<file path="src/rtl/udp_rx_chksum_input_ctrl_pkg.sv">
// Shared types and constants for the UDP receive checksum input controller.
// Tracker stats, packet structures and the controller's own FSM encoding.
package tracker_pkg;
    typedef struct packed {
        logic [63:0] timestamp;
        logic [31:0] pkt_id;
    } tracker_stats_struct;
endpackage

package packet_struct_pkg;
    localparam int IP_ADDR_W               = 32;
    localparam int TOT_LEN_W               = 16;
    localparam int CHKSUM_PSEUDO_HDR_BYTES = 12;
    localparam int UDP_HDR_BYTES           = 8;
    localparam logic [7:0] IP_PROTO_UDP    = 8'd17;

    typedef struct packed {
        logic [31:0] src_ip;
        logic [31:0] dst_ip;
        logic [7:0]  zeros;
        logic [7:0]  protocol;
        logic [15:0] length;
    } chksum_pseudo_hdr;
endpackage

package udp_rx_chksum_input_ctrl_pkg;
    localparam int MAC_INTERFACE_W = 256;
    localparam int MAC_PADBYTES_W  = $clog2(MAC_INTERFACE_W / 8);

    typedef enum logic [1:0] {
        ST_IDLE  = 2'd0,
        ST_FIRST = 2'd1,
        ST_BODY  = 2'd2,
        ST_FLUSH = 2'd3
    } state_t;
endpackage

</file>
<file path="src/rtl/udp_rx_chksum_input_ctrl_if.sv">
// Header, payload and checksum-request streams of the UDP RX checksum input stage.
// slave = the controller, master = whatever drives headers/data and sinks requests.
interface udp_rx_chksum_input_ctrl_if #(
    parameter int DATA_WIDTH = 256,
    parameter int KEEP_WIDTH = DATA_WIDTH / 8,
    parameter int PAD_W      = $clog2(DATA_WIDTH / 8)
);
    import tracker_pkg::*;
    import packet_struct_pkg::*;

    logic                    src_udp_rx_hdr_val;
    logic [IP_ADDR_W-1:0]    src_udp_rx_src_ip;
    logic [IP_ADDR_W-1:0]    src_udp_rx_dst_ip;
    logic [TOT_LEN_W-1:0]    src_udp_rx_udp_len;
    tracker_stats_struct     src_udp_rx_timestamp;
    logic                    udp_rx_src_hdr_rdy;

    logic                    src_udp_rx_data_val;
    logic [DATA_WIDTH-1:0]   src_udp_rx_data;
    logic                    src_udp_rx_last;
    logic [PAD_W-1:0]        src_udp_rx_padbytes;
    logic                    udp_rx_src_data_rdy;

    logic                    req_tval;
    logic [DATA_WIDTH-1:0]   req_tdata;
    logic [KEEP_WIDTH-1:0]   req_tkeep;
    logic                    req_tlast;
    tracker_stats_struct     req_tuser;
    logic                    req_trdy;

    modport master (
        output src_udp_rx_hdr_val, src_udp_rx_src_ip, src_udp_rx_dst_ip,
               src_udp_rx_udp_len, src_udp_rx_timestamp,
               src_udp_rx_data_val, src_udp_rx_data, src_udp_rx_last,
               src_udp_rx_padbytes, req_trdy,
        input  udp_rx_src_hdr_rdy, udp_rx_src_data_rdy,
               req_tval, req_tdata, req_tkeep, req_tlast, req_tuser
    );

    modport slave (
        input  src_udp_rx_hdr_val, src_udp_rx_src_ip, src_udp_rx_dst_ip,
               src_udp_rx_udp_len, src_udp_rx_timestamp,
               src_udp_rx_data_val, src_udp_rx_data, src_udp_rx_last,
               src_udp_rx_padbytes, req_trdy,
        output udp_rx_src_hdr_rdy, udp_rx_src_data_rdy,
               req_tval, req_tdata, req_tkeep, req_tlast, req_tuser
    );
endinterface

</file>
<file path="src/rtl/udp_rx_chksum_input_ctrl.sv">
// Prepends the 12-byte UDP pseudo header to the UDP header+payload stream,
// realigning every line by 12 bytes for the downstream checksum engine.
module udp_rx_chksum_input_ctrl
    import tracker_pkg::*;
    import packet_struct_pkg::*;
    import udp_rx_chksum_input_ctrl_pkg::*;
#(
    parameter int DATA_WIDTH = 256,
    parameter int KEEP_WIDTH = DATA_WIDTH / 8
) (
    input logic                      clk,
    input logic                      rst,
    udp_rx_chksum_input_ctrl_if.slave io_bus
);
    localparam int LINE_BYTES = DATA_WIDTH / 8;
    localparam int HOLD_BYTES = CHKSUM_PSEUDO_HDR_BYTES;
    localparam int USE_BYTES  = LINE_BYTES - HOLD_BYTES;
    localparam int HOLD_W     = HOLD_BYTES * 8;
    localparam int USE_W      = USE_BYTES * 8;
    localparam int PAD_W      = $clog2(KEEP_WIDTH);
    localparam int CNT_W      = PAD_W + 1;

    function automatic logic [KEEP_WIDTH-1:0] keep_mask(input logic [CNT_W-1:0] n);
        logic [KEEP_WIDTH-1:0] m;
        for (int i = 0; i < KEEP_WIDTH; i++) begin
            m[KEEP_WIDTH-1-i] = (i < int'(n));
        end
        return m;
    endfunction

    state_t                r_state;
    state_t                w_next;
    logic [IP_ADDR_W-1:0]  r_src_ip;
    logic [IP_ADDR_W-1:0]  r_dst_ip;
    logic [TOT_LEN_W-1:0]  r_udp_len;
    tracker_stats_struct   r_tuser;
    logic [HOLD_W-1:0]     r_hold;
    logic [CNT_W-1:0]      r_flush_n;

    logic                  w_hdr_acc;
    logic                  w_dat_acc;
    logic [CNT_W-1:0]      w_rem;
    logic                  w_short;
    logic [USE_W-1:0]      w_data_hi;
    chksum_pseudo_hdr      w_pseudo;

    assign w_rem     = CNT_W'(LINE_BYTES) - CNT_W'(io_bus.src_udp_rx_padbytes);
    assign w_short   = (w_rem <= CNT_W'(USE_BYTES));
    assign w_data_hi = io_bus.src_udp_rx_data[DATA_WIDTH-1 -: USE_W];

    always_comb begin
        w_pseudo          = '0;
        w_pseudo.src_ip   = r_src_ip;
        w_pseudo.dst_ip   = r_dst_ip;
        w_pseudo.protocol = IP_PROTO_UDP;
        w_pseudo.length   = r_udp_len[15:0];
    end

    assign io_bus.req_tuser = r_tuser;

    always_ff @(posedge clk) begin
        if (rst) begin
            r_state <= ST_IDLE;
        end else begin
            r_state <= w_next;
        end
    end

    always_comb begin
        w_next                     = r_state;
        w_hdr_acc                  = 1'b0;
        w_dat_acc                  = 1'b0;
        io_bus.udp_rx_src_hdr_rdy  = 1'b0;
        io_bus.udp_rx_src_data_rdy = 1'b0;
        io_bus.req_tval            = 1'b0;
        io_bus.req_tdata           = {w_pseudo, w_data_hi};
        io_bus.req_tkeep           = '1;
        io_bus.req_tlast           = 1'b0;
        case (r_state)
            ST_IDLE: begin
                io_bus.udp_rx_src_hdr_rdy = 1'b1;
                if (io_bus.src_udp_rx_hdr_val) begin
                    w_hdr_acc = 1'b1;
                    w_next    = ST_FIRST;
                end
            end
            ST_FIRST, ST_BODY: begin
                io_bus.req_tval            = io_bus.src_udp_rx_data_val;
                io_bus.udp_rx_src_data_rdy = io_bus.req_trdy;
                if (r_state == ST_BODY) begin
                    io_bus.req_tdata = {r_hold, w_data_hi};
                end
                // A short last beat fits after the 12 carried bytes; a long one spills into FLUSH.
                if (io_bus.src_udp_rx_last && w_short) begin
                    io_bus.req_tlast = 1'b1;
                    io_bus.req_tkeep = keep_mask(CNT_W'(HOLD_BYTES) + w_rem);
                end
                if (io_bus.src_udp_rx_data_val && io_bus.req_trdy) begin
                    w_dat_acc = 1'b1;
                    if (!io_bus.src_udp_rx_last) begin
                        w_next = ST_BODY;
                    end else if (w_short) begin
                        w_next = ST_IDLE;
                    end else begin
                        w_next = ST_FLUSH;
                    end
                end
            end
            ST_FLUSH: begin
                io_bus.req_tval  = 1'b1;
                io_bus.req_tdata = {r_hold, {USE_W{1'b0}}};
                io_bus.req_tlast = 1'b1;
                io_bus.req_tkeep = keep_mask(r_flush_n);
                if (io_bus.req_trdy) begin
                    w_next = ST_IDLE;
                end
            end
            default: w_next = ST_IDLE;
        endcase
    end

    always_ff @(posedge clk) begin
        if (rst) begin
            r_src_ip  <= '0;
            r_dst_ip  <= '0;
            r_udp_len <= '0;
            r_tuser   <= '0;
            r_hold    <= '0;
            r_flush_n <= '0;
        end else begin
            if (w_hdr_acc) begin
                r_src_ip  <= io_bus.src_udp_rx_src_ip;
                r_dst_ip  <= io_bus.src_udp_rx_dst_ip;
                r_udp_len <= io_bus.src_udp_rx_udp_len;
                r_tuser   <= io_bus.src_udp_rx_timestamp;
            end
            if (w_dat_acc) begin
                r_hold <= io_bus.src_udp_rx_data[HOLD_W-1:0];
                if (io_bus.src_udp_rx_last) begin
                    r_flush_n <= w_rem - CNT_W'(USE_BYTES);
                end
            end
        end
    end
endmodule

</file>
<file path="src/flat_wrapper.sv">
// flat-port wrapper written by rule: the top's interface ports become plain ports
module udp_rx_chksum_input_ctrl_flat import tracker_pkg::*; import packet_struct_pkg::*; import udp_rx_chksum_input_ctrl_pkg::*;
#(
    parameter int DATA_WIDTH = 256,
    parameter int KEEP_WIDTH = DATA_WIDTH / 8
)
  (clk, rst, io_bus_src_udp_rx_hdr_val, io_bus_src_udp_rx_src_ip, io_bus_src_udp_rx_dst_ip, io_bus_src_udp_rx_udp_len, io_bus_src_udp_rx_timestamp, io_bus_src_udp_rx_data_val, io_bus_src_udp_rx_data, io_bus_src_udp_rx_last, io_bus_src_udp_rx_padbytes, io_bus_req_trdy, io_bus_udp_rx_src_hdr_rdy, io_bus_udp_rx_src_data_rdy, io_bus_req_tval, io_bus_req_tdata, io_bus_req_tkeep, io_bus_req_tlast, io_bus_req_tuser);
  udp_rx_chksum_input_ctrl_if #(.DATA_WIDTH(DATA_WIDTH), .KEEP_WIDTH(KEEP_WIDTH)) io_bus_i ();
  input logic clk;
  input logic rst;
  input wire logic [$bits(io_bus_i.src_udp_rx_hdr_val)-1:0] io_bus_src_udp_rx_hdr_val;
  input wire logic [$bits(io_bus_i.src_udp_rx_src_ip)-1:0] io_bus_src_udp_rx_src_ip;
  input wire logic [$bits(io_bus_i.src_udp_rx_dst_ip)-1:0] io_bus_src_udp_rx_dst_ip;
  input wire logic [$bits(io_bus_i.src_udp_rx_udp_len)-1:0] io_bus_src_udp_rx_udp_len;
  input wire logic [$bits(io_bus_i.src_udp_rx_timestamp)-1:0] io_bus_src_udp_rx_timestamp;
  input wire logic [$bits(io_bus_i.src_udp_rx_data_val)-1:0] io_bus_src_udp_rx_data_val;
  input wire logic [$bits(io_bus_i.src_udp_rx_data)-1:0] io_bus_src_udp_rx_data;
  input wire logic [$bits(io_bus_i.src_udp_rx_last)-1:0] io_bus_src_udp_rx_last;
  input wire logic [$bits(io_bus_i.src_udp_rx_padbytes)-1:0] io_bus_src_udp_rx_padbytes;
  input wire logic [$bits(io_bus_i.req_trdy)-1:0] io_bus_req_trdy;
  output wire logic [$bits(io_bus_i.udp_rx_src_hdr_rdy)-1:0] io_bus_udp_rx_src_hdr_rdy;
  output wire logic [$bits(io_bus_i.udp_rx_src_data_rdy)-1:0] io_bus_udp_rx_src_data_rdy;
  output wire logic [$bits(io_bus_i.req_tval)-1:0] io_bus_req_tval;
  output wire logic [$bits(io_bus_i.req_tdata)-1:0] io_bus_req_tdata;
  output wire logic [$bits(io_bus_i.req_tkeep)-1:0] io_bus_req_tkeep;
  output wire logic [$bits(io_bus_i.req_tlast)-1:0] io_bus_req_tlast;
  output wire logic [$bits(io_bus_i.req_tuser)-1:0] io_bus_req_tuser;
  assign io_bus_i.src_udp_rx_hdr_val = io_bus_src_udp_rx_hdr_val;
  assign io_bus_i.src_udp_rx_src_ip = io_bus_src_udp_rx_src_ip;
  assign io_bus_i.src_udp_rx_dst_ip = io_bus_src_udp_rx_dst_ip;
  assign io_bus_i.src_udp_rx_udp_len = io_bus_src_udp_rx_udp_len;
  assign io_bus_i.src_udp_rx_timestamp = io_bus_src_udp_rx_timestamp;
  assign io_bus_i.src_udp_rx_data_val = io_bus_src_udp_rx_data_val;
  assign io_bus_i.src_udp_rx_data = io_bus_src_udp_rx_data;
  assign io_bus_i.src_udp_rx_last = io_bus_src_udp_rx_last;
  assign io_bus_i.src_udp_rx_padbytes = io_bus_src_udp_rx_padbytes;
  assign io_bus_i.req_trdy = io_bus_req_trdy;
  assign io_bus_udp_rx_src_hdr_rdy = io_bus_i.udp_rx_src_hdr_rdy;
  assign io_bus_udp_rx_src_data_rdy = io_bus_i.udp_rx_src_data_rdy;
  assign io_bus_req_tval = io_bus_i.req_tval;
  assign io_bus_req_tdata = io_bus_i.req_tdata;
  assign io_bus_req_tkeep = io_bus_i.req_tkeep;
  assign io_bus_req_tlast = io_bus_i.req_tlast;
  assign io_bus_req_tuser = io_bus_i.req_tuser;
  udp_rx_chksum_input_ctrl #(.DATA_WIDTH(DATA_WIDTH), .KEEP_WIDTH(KEEP_WIDTH)) u_core (.clk(clk), .rst(rst), .io_bus(io_bus_i));
endmodule
</file>
<file path="config.mk">
export PLATFORM = sky130hd
export DESIGN_NAME = udp_rx_chksum_input_ctrl_flat
export DESIGN_NICKNAME = d
export VERILOG_FILES = /design/src/rtl/udp_rx_chksum_input_ctrl_pkg.sv /design/src/rtl/udp_rx_chksum_input_ctrl_if.sv /design/src/rtl/udp_rx_chksum_input_ctrl.sv /design/src/flat_wrapper.sv
export SDC_FILE = /design/constraint.sdc
export NUM_CORES = 1
export LEC_CHECK = 0
export CORE_AREA = 2 2 326 328
export CTS_BUF_LIST = sky130_fd_sc_hd__clkbuf_4 sky130_fd_sc_hd__clkbuf_8
export DETAILED_ROUTE_END_ITERATION = 10
export DIE_AREA = 0 0 328 330
export PLACE_DENSITY_LB_ADDON = 0.1
export SLEW_MARGIN = 40
export SYNTH_ARGS = -nofsm -noshare
export SYNTH_HDL_FRONTEND = slang
export SYNTH_SLANG_ARGS = --single-unit
</file>
<file path="constraint.sdc">
create_clock -name clk -period 4.59 [get_ports clk]
set_input_delay 0.918 -clock clk [delete_from_list [all_inputs] [get_ports clk]]
set_output_delay 0.918 -clock clk [all_outputs]
set_load 0.05 [all_outputs]
</file>
==> impl_metrics.xml <==
<?xml version="1.0" encoding="UTF-8"?>
<metrics>
  <group name="timing">
    <metric name="rsz0062_at_grt" unit="">false</metric>
    <metric name="setup_slack" unit="ns">0.1673</metric>
    <metric name="finalHoldViolCount" unit="">0</metric>
    <metric name="slew_headroom" unit="">0.4842</metric>
    <metric name="period_minus_slack" unit="ns">4.423</metric>
    <metric name="timing_max_transition_violations_final" unit="">0</metric>
    <metric name="fin_crit_sh" unit="">0.9635</metric>
    <metric name="finalSetupTns" unit="ns">0</metric>
    <metric name="worst_clock_skew" unit="ns">0.03882</metric>
    <metric name="worst_slew_pin_slew" unit="ns">0.7719</metric>
    <metric name="achievable-frequency" unit="MHz">226.1</metric>
    <metric name="setup_violations" unit="">0</metric>
  </group>
  <group name="critical_path">
    <metric name="crit_chain" unit="">clkdlybuf4s50_1 &gt; nor3_2 &gt; xor2_1 &gt; ha_2 &gt; inv_1 &gt; a221oi_4 &gt; o21ai_4 &gt; buf_12 &gt; nor4_4 &gt; o221ai_2 &gt; buf_12</metric>
    <metric name="cp.arrival" unit="ns">3.50</metric>
    <metric name="critPathTopFamily" unit="">buffers and inverters</metric>
    <metric name="critical_path.n_buffers_inverters" unit="">4</metric>
    <metric name="worst_path_largest_cell_delay" unit="ns">0.50</metric>
    <metric name="path_common_cell" unit="">sky130_fd_sc_hd__buf_12</metric>
    <metric name="worst_path_max_delay_cell" unit="">sky130_fd_sc_hd__clkdlybuf4s50_1</metric>
    <metric name="timing_worst_setup_path_type" unit="">in -&gt; out</metric>
    <metric name="crit_path_start_kind" unit="">input port</metric>
    <metric name="path_max_fanout" unit="">8</metric>
    <metric name="cp_data_required_time" unit="ns">3.67</metric>
    <metric name="critPathCaptureType" unit="">primary output</metric>
  </group>
  <group name="drt">
    <metric name="drt_first_iter_violations" unit="">615</metric>
    <metric name="drt_pre_antenna_iters" unit="">4</metric>
    <metric name="post_drt_wl_per_cell" unit="um">20.49</metric>
    <metric name="post_drt_via_cell_ratio" unit="">3.818</metric>
    <metric name="dr_total_vias" unit="">15220</metric>
    <metric name="wirelength" unit="um">81680</metric>
    <metric name="drtAntennaViolNets" unit="">0</metric>
    <metric name="drcViolationCount" unit="">0</metric>
  </group>
  <group name="power_and_ir_drop">
    <metric name="switchingPower" unit="W">0.004122</metric>
    <metric name="internal_portion_of_total_power" unit="W">0.006263</metric>
    <metric name="power.share.combinational" unit="">0.461</metric>
    <metric name="power_leakage" unit="nW">10.01</metric>
    <metric name="power_density" unit="mW/mm^2">384.7</metric>
    <metric name="p_seq_frac" unit="">0.259</metric>
    <metric name="p_sw_frac" unit="">0.3969</metric>
    <metric name="max_vdd_drop" unit="mV">0.1819</metric>
    <metric name="post-layout-total-power" unit="W">0.01038</metric>
    <metric name="relative_contribution_of_the_clock_network_to_total_power" unit="">0.280</metric>
  </group>
  <group name="clocking">
    <metric name="cts_made_buffers" unit="">57</metric>
    <metric name="number_of_sinks_driven_by_the_clock_tree" unit="">280</metric>
    <metric name="cts-hold-fix-buffers" unit="">0</metric>
    <metric name="tritoncts" unit="">done</metric>
    <metric name="number_of_buffers_between_clock_root_and_the_deepest_sink" unit="">3</metric>
    <metric name="clockRootBuffer" unit="">sky130_fd_sc_hd__clkbuf_8</metric>
    <metric name="worst_skew_pair_later_pin_latency" unit="ns">0.67</metric>
    <metric name="ctsHtreeMaxLevel" unit="">2</metric>
    <metric name="worst_setup_hold_path_clk_slew" unit="ns">0.06</metric>
  </group>
  <group name="logic_synthesis">
    <metric name="ys_seq_elements" unit="">280</metric>
    <metric name="synth.cell_area" unit="mm^2">0.01288</metric>
    <metric name="async_flop_share" unit="">0</metric>
    <metric name="synth.avg_cell_area" unit="um^2">7.392</metric>
    <metric name="synthDistinctLibCells" unit="">59</metric>
    <metric name="yosys_most_used_dff" unit="">sky130_fd_sc_hd__dfxtp_1</metric>
    <metric name="syn_inst" unit="">1743</metric>
    <metric name="synth_edf_count" unit="">0</metric>
    <metric name="share_of_the_yosys_chip_area_belonging_to_registers" unit="">0.4350</metric>
    <metric name="yosysWarningCount" unit="">0</metric>
    <metric name="postSynthNetCount" unit="">2193</metric>
  </group>
  <group name="worst_hold_path">
    <metric name="hold_path.class" unit="">reg -&gt; reg</metric>
  </group>
  <group name="finish">
    <metric name="area_growth" unit="%">109.5</metric>
    <metric name="final_nets" unit="">2996</metric>
    <metric name="final_layout_size_suffix_gt1_frac" unit="">0.1882</metric>
    <metric name="final_design_area_no_fill" unit="mm^2">0.02699</metric>
    <metric name="mostFrequentLayoutCells" unit="">575 x sky130_fd_sc_hd__nand2_1, 544 x sky130_fd_sc_hd__clkdlybuf4s50_1, 298 x sky130_fd_sc_hd__a21oi_1</metric>
    <metric name="most_common_library_cell_in_the_layout_ignoring_fill_and_taps" unit="">sky130_fd_sc_hd__nand2_1</metric>
  </group>
  <group name="floorplan">
    <metric name="floorplan.die.width" unit="um">328</metric>
    <metric name="fp.dieArea" unit="mm^2">0.1082</metric>
    <metric name="core_area" unit="mm^2">0.1047</metric>
    <metric name="num_rows" unit="">119</metric>
    <metric name="die_height" unit="um">330</metric>
    <metric name="floorplan.initialDensity" unit="">0.1231</metric>
    <metric name="num_io_pins" unit="">831</metric>
  </group>
  <group name="global_routing">
    <metric name="first_global_vias" unit="">15560</metric>
    <metric name="globalRouteTotalUtil" unit="">0.1439</metric>
    <metric name="pin_count_of_the_biggest_net_entering_global_routing" unit="">74</metric>
    <metric name="initial_antenna_violation_count" unit="">18</metric>
    <metric name="grt_first_pass_wirelength" unit="um">115000</metric>
    <metric name="gr-total-overflow" unit="">0</metric>
  </group>
  <group name="status">
    <metric name="status" unit="">complete, no violations</metric>
  </group>
  <group name="placement">
    <metric name="postPlaceCellArea" unit="mm^2">0.02550</metric>
    <metric name="routabilityCongestion" unit="">0.8694</metric>
    <metric name="place.port_buffers" unit="">830</metric>
    <metric name="dp_worst_setup_slack" unit="ns">-0.03408</metric>
    <metric name="dp.final_hpwl" unit="um">63030</metric>
  </group>
  <group name="flow_run">
    <metric name="cap_violations" unit="">0</metric>
  </group>
</metrics>
## cell families (layout without fill, tap and decap cells)
kind of cell / after synthesis / count (layout) / synth area share
XOR/XNOR: 4 / 4 / 0.002719
AO/OA/AOI/OAI: 447 / 447 / 0.2105
adder cells (fa/ha/maj): 7 / 7 / 0.006797
flip-flops: 280 / 280 / 0.4350
buffers and inverters: 160 / 1005 / 0.04962
multiplexers: 6 / 6 / 0.005243
other: 0 / 7 / 0
AND/OR/NAND/NOR: 839 / 839 / 0.2901
## synthesized netlist by cell type (all sizes together) (2+ instances only)
library cell,count,area [um^2]
buf,29,147.6
nand2b,5,31.28
o2111ai,2,23.77
a211oi,2,15.01
nand3,12,60.06
a22o,74,648.1
xor2,3,26.28
a21oi,298,1491
o21ai,32,171.4
a21boi,2,15.02
or2,4,25.03
or3,2,12.51
o21a,4,30.03
dfxtp,280,5605
a2bb2oi,2,17.52
inv,11,41.29
a31oi,2,12.51
nor2b,163,1020
o22ai,3,18.77
nand4,3,18.77
o211ai,6,45.04
nand2,577,2166
nor3,14,70.07
nor4,7,50.05
ha,7,87.58
o221ai,5,43.79
nand3b,2,15.01
nor2,25,93.84
mux2,6,67.56
and2,18,112.6
clkbuf,120,450.4
nor3b,2,15.01
o31ai,7,103.8
## layout make-up
class / instances / area [um^2]
Sequential cell: 280 / 5605
Multi-Input combinational cell: 1303 / 6810
Timing Repair Buffer: 893 / 11510
Fill cell: 11350 / 77680
Inverter: 11 / 41.29
Tap cell: 1391 / 1740
Clock buffer: 93 / 1186
Antenna cell: 7 / 17.52
Clock inverter: 8 / 78.83
## power groups by stage
stage	clock [W]	sequential [W]	combinational, W
after global placement	0	0.00274	0.00481
final	0.00290	0.00269	0.00479
after detailed placement	0	0.00274	0.00481
after floorplan	0	0.00297	0.00211
after global routing	0.00316	0.00271	0.00501
after CTS	0.00306	0.00269	0.00483
## worst reg2reg max path, stage by stage, from the launching register on
cell	delay, ns
sky130_fd_sc_hd__dfxtp_1	0.41
sky130_fd_sc_hd__inv_1	0.08
sky130_fd_sc_hd__ha_1	0.32
sky130_fd_sc_hd__buf_4	0.34
sky130_fd_sc_hd__and3_4	0.61
sky130_fd_sc_hd__buf_4	0.47
sky130_fd_sc_hd__nand2_1	0.13
sky130_fd_sc_hd__a21oi_1	0.14
## sequential cells by signal, indices dropped and copies added (netlist names)
register / cells
u_core.r_udp_len: 16
u_core.r_src_ip: 32
u_core.r_dst_ip: 32
u_core.io_bus.req_tuser: 96
u_core.r_state: 2
u_core.r_hold: 96
u_core.r_flush_n: 6
## final timing paths
kind                            depth (start not counted)                     startpoint              endpoint  slack [ns]
worst min register to register                          2              u_core.r_hold[23]     u_core.r_hold[23]        0.45
worst max register to register                          7              u_core.r_state[1]     u_core.r_hold[42]        2.05
worst min-delay path                                    2              u_core.r_hold[23]     u_core.r_hold[23]        0.45
worst max-delay path                                   11  io_bus_src_udp_rx_padbytes[2]  io_bus_req_tkeep[11]        0.17
## layer usage
metal	up-vias	GRT usage	share of wire
met3	91	0.05357	0.087
met5	-	0	0.0015
met2	534	0.2583	0.50
met4	20	0.02653	0.014
met1	7179	0.1630	0.39
li1	7393	-	-
## repair_timing
action / CTS / global route
resized for setup: 3 / 18
gates cloned: 0 / 1
endpoints found under the setup margin: 15 / 30
pin swaps: 0 / 12
setup buffers: 0 / 7
## per-stage QoR
stage	std cells	hold slack, ns	utilization
after detailed placement	3870	0.4424	0.2437
final	3986	0.4476	0.2579
after floorplan	1743	0.4317	-
after CTS	3971	0.4235	0.2559
after global placement	3868	0.4397	0.2432
after global routing	3981	0.4459	0.2578
No activity file was read; power rests on OpenSTA's default activity.
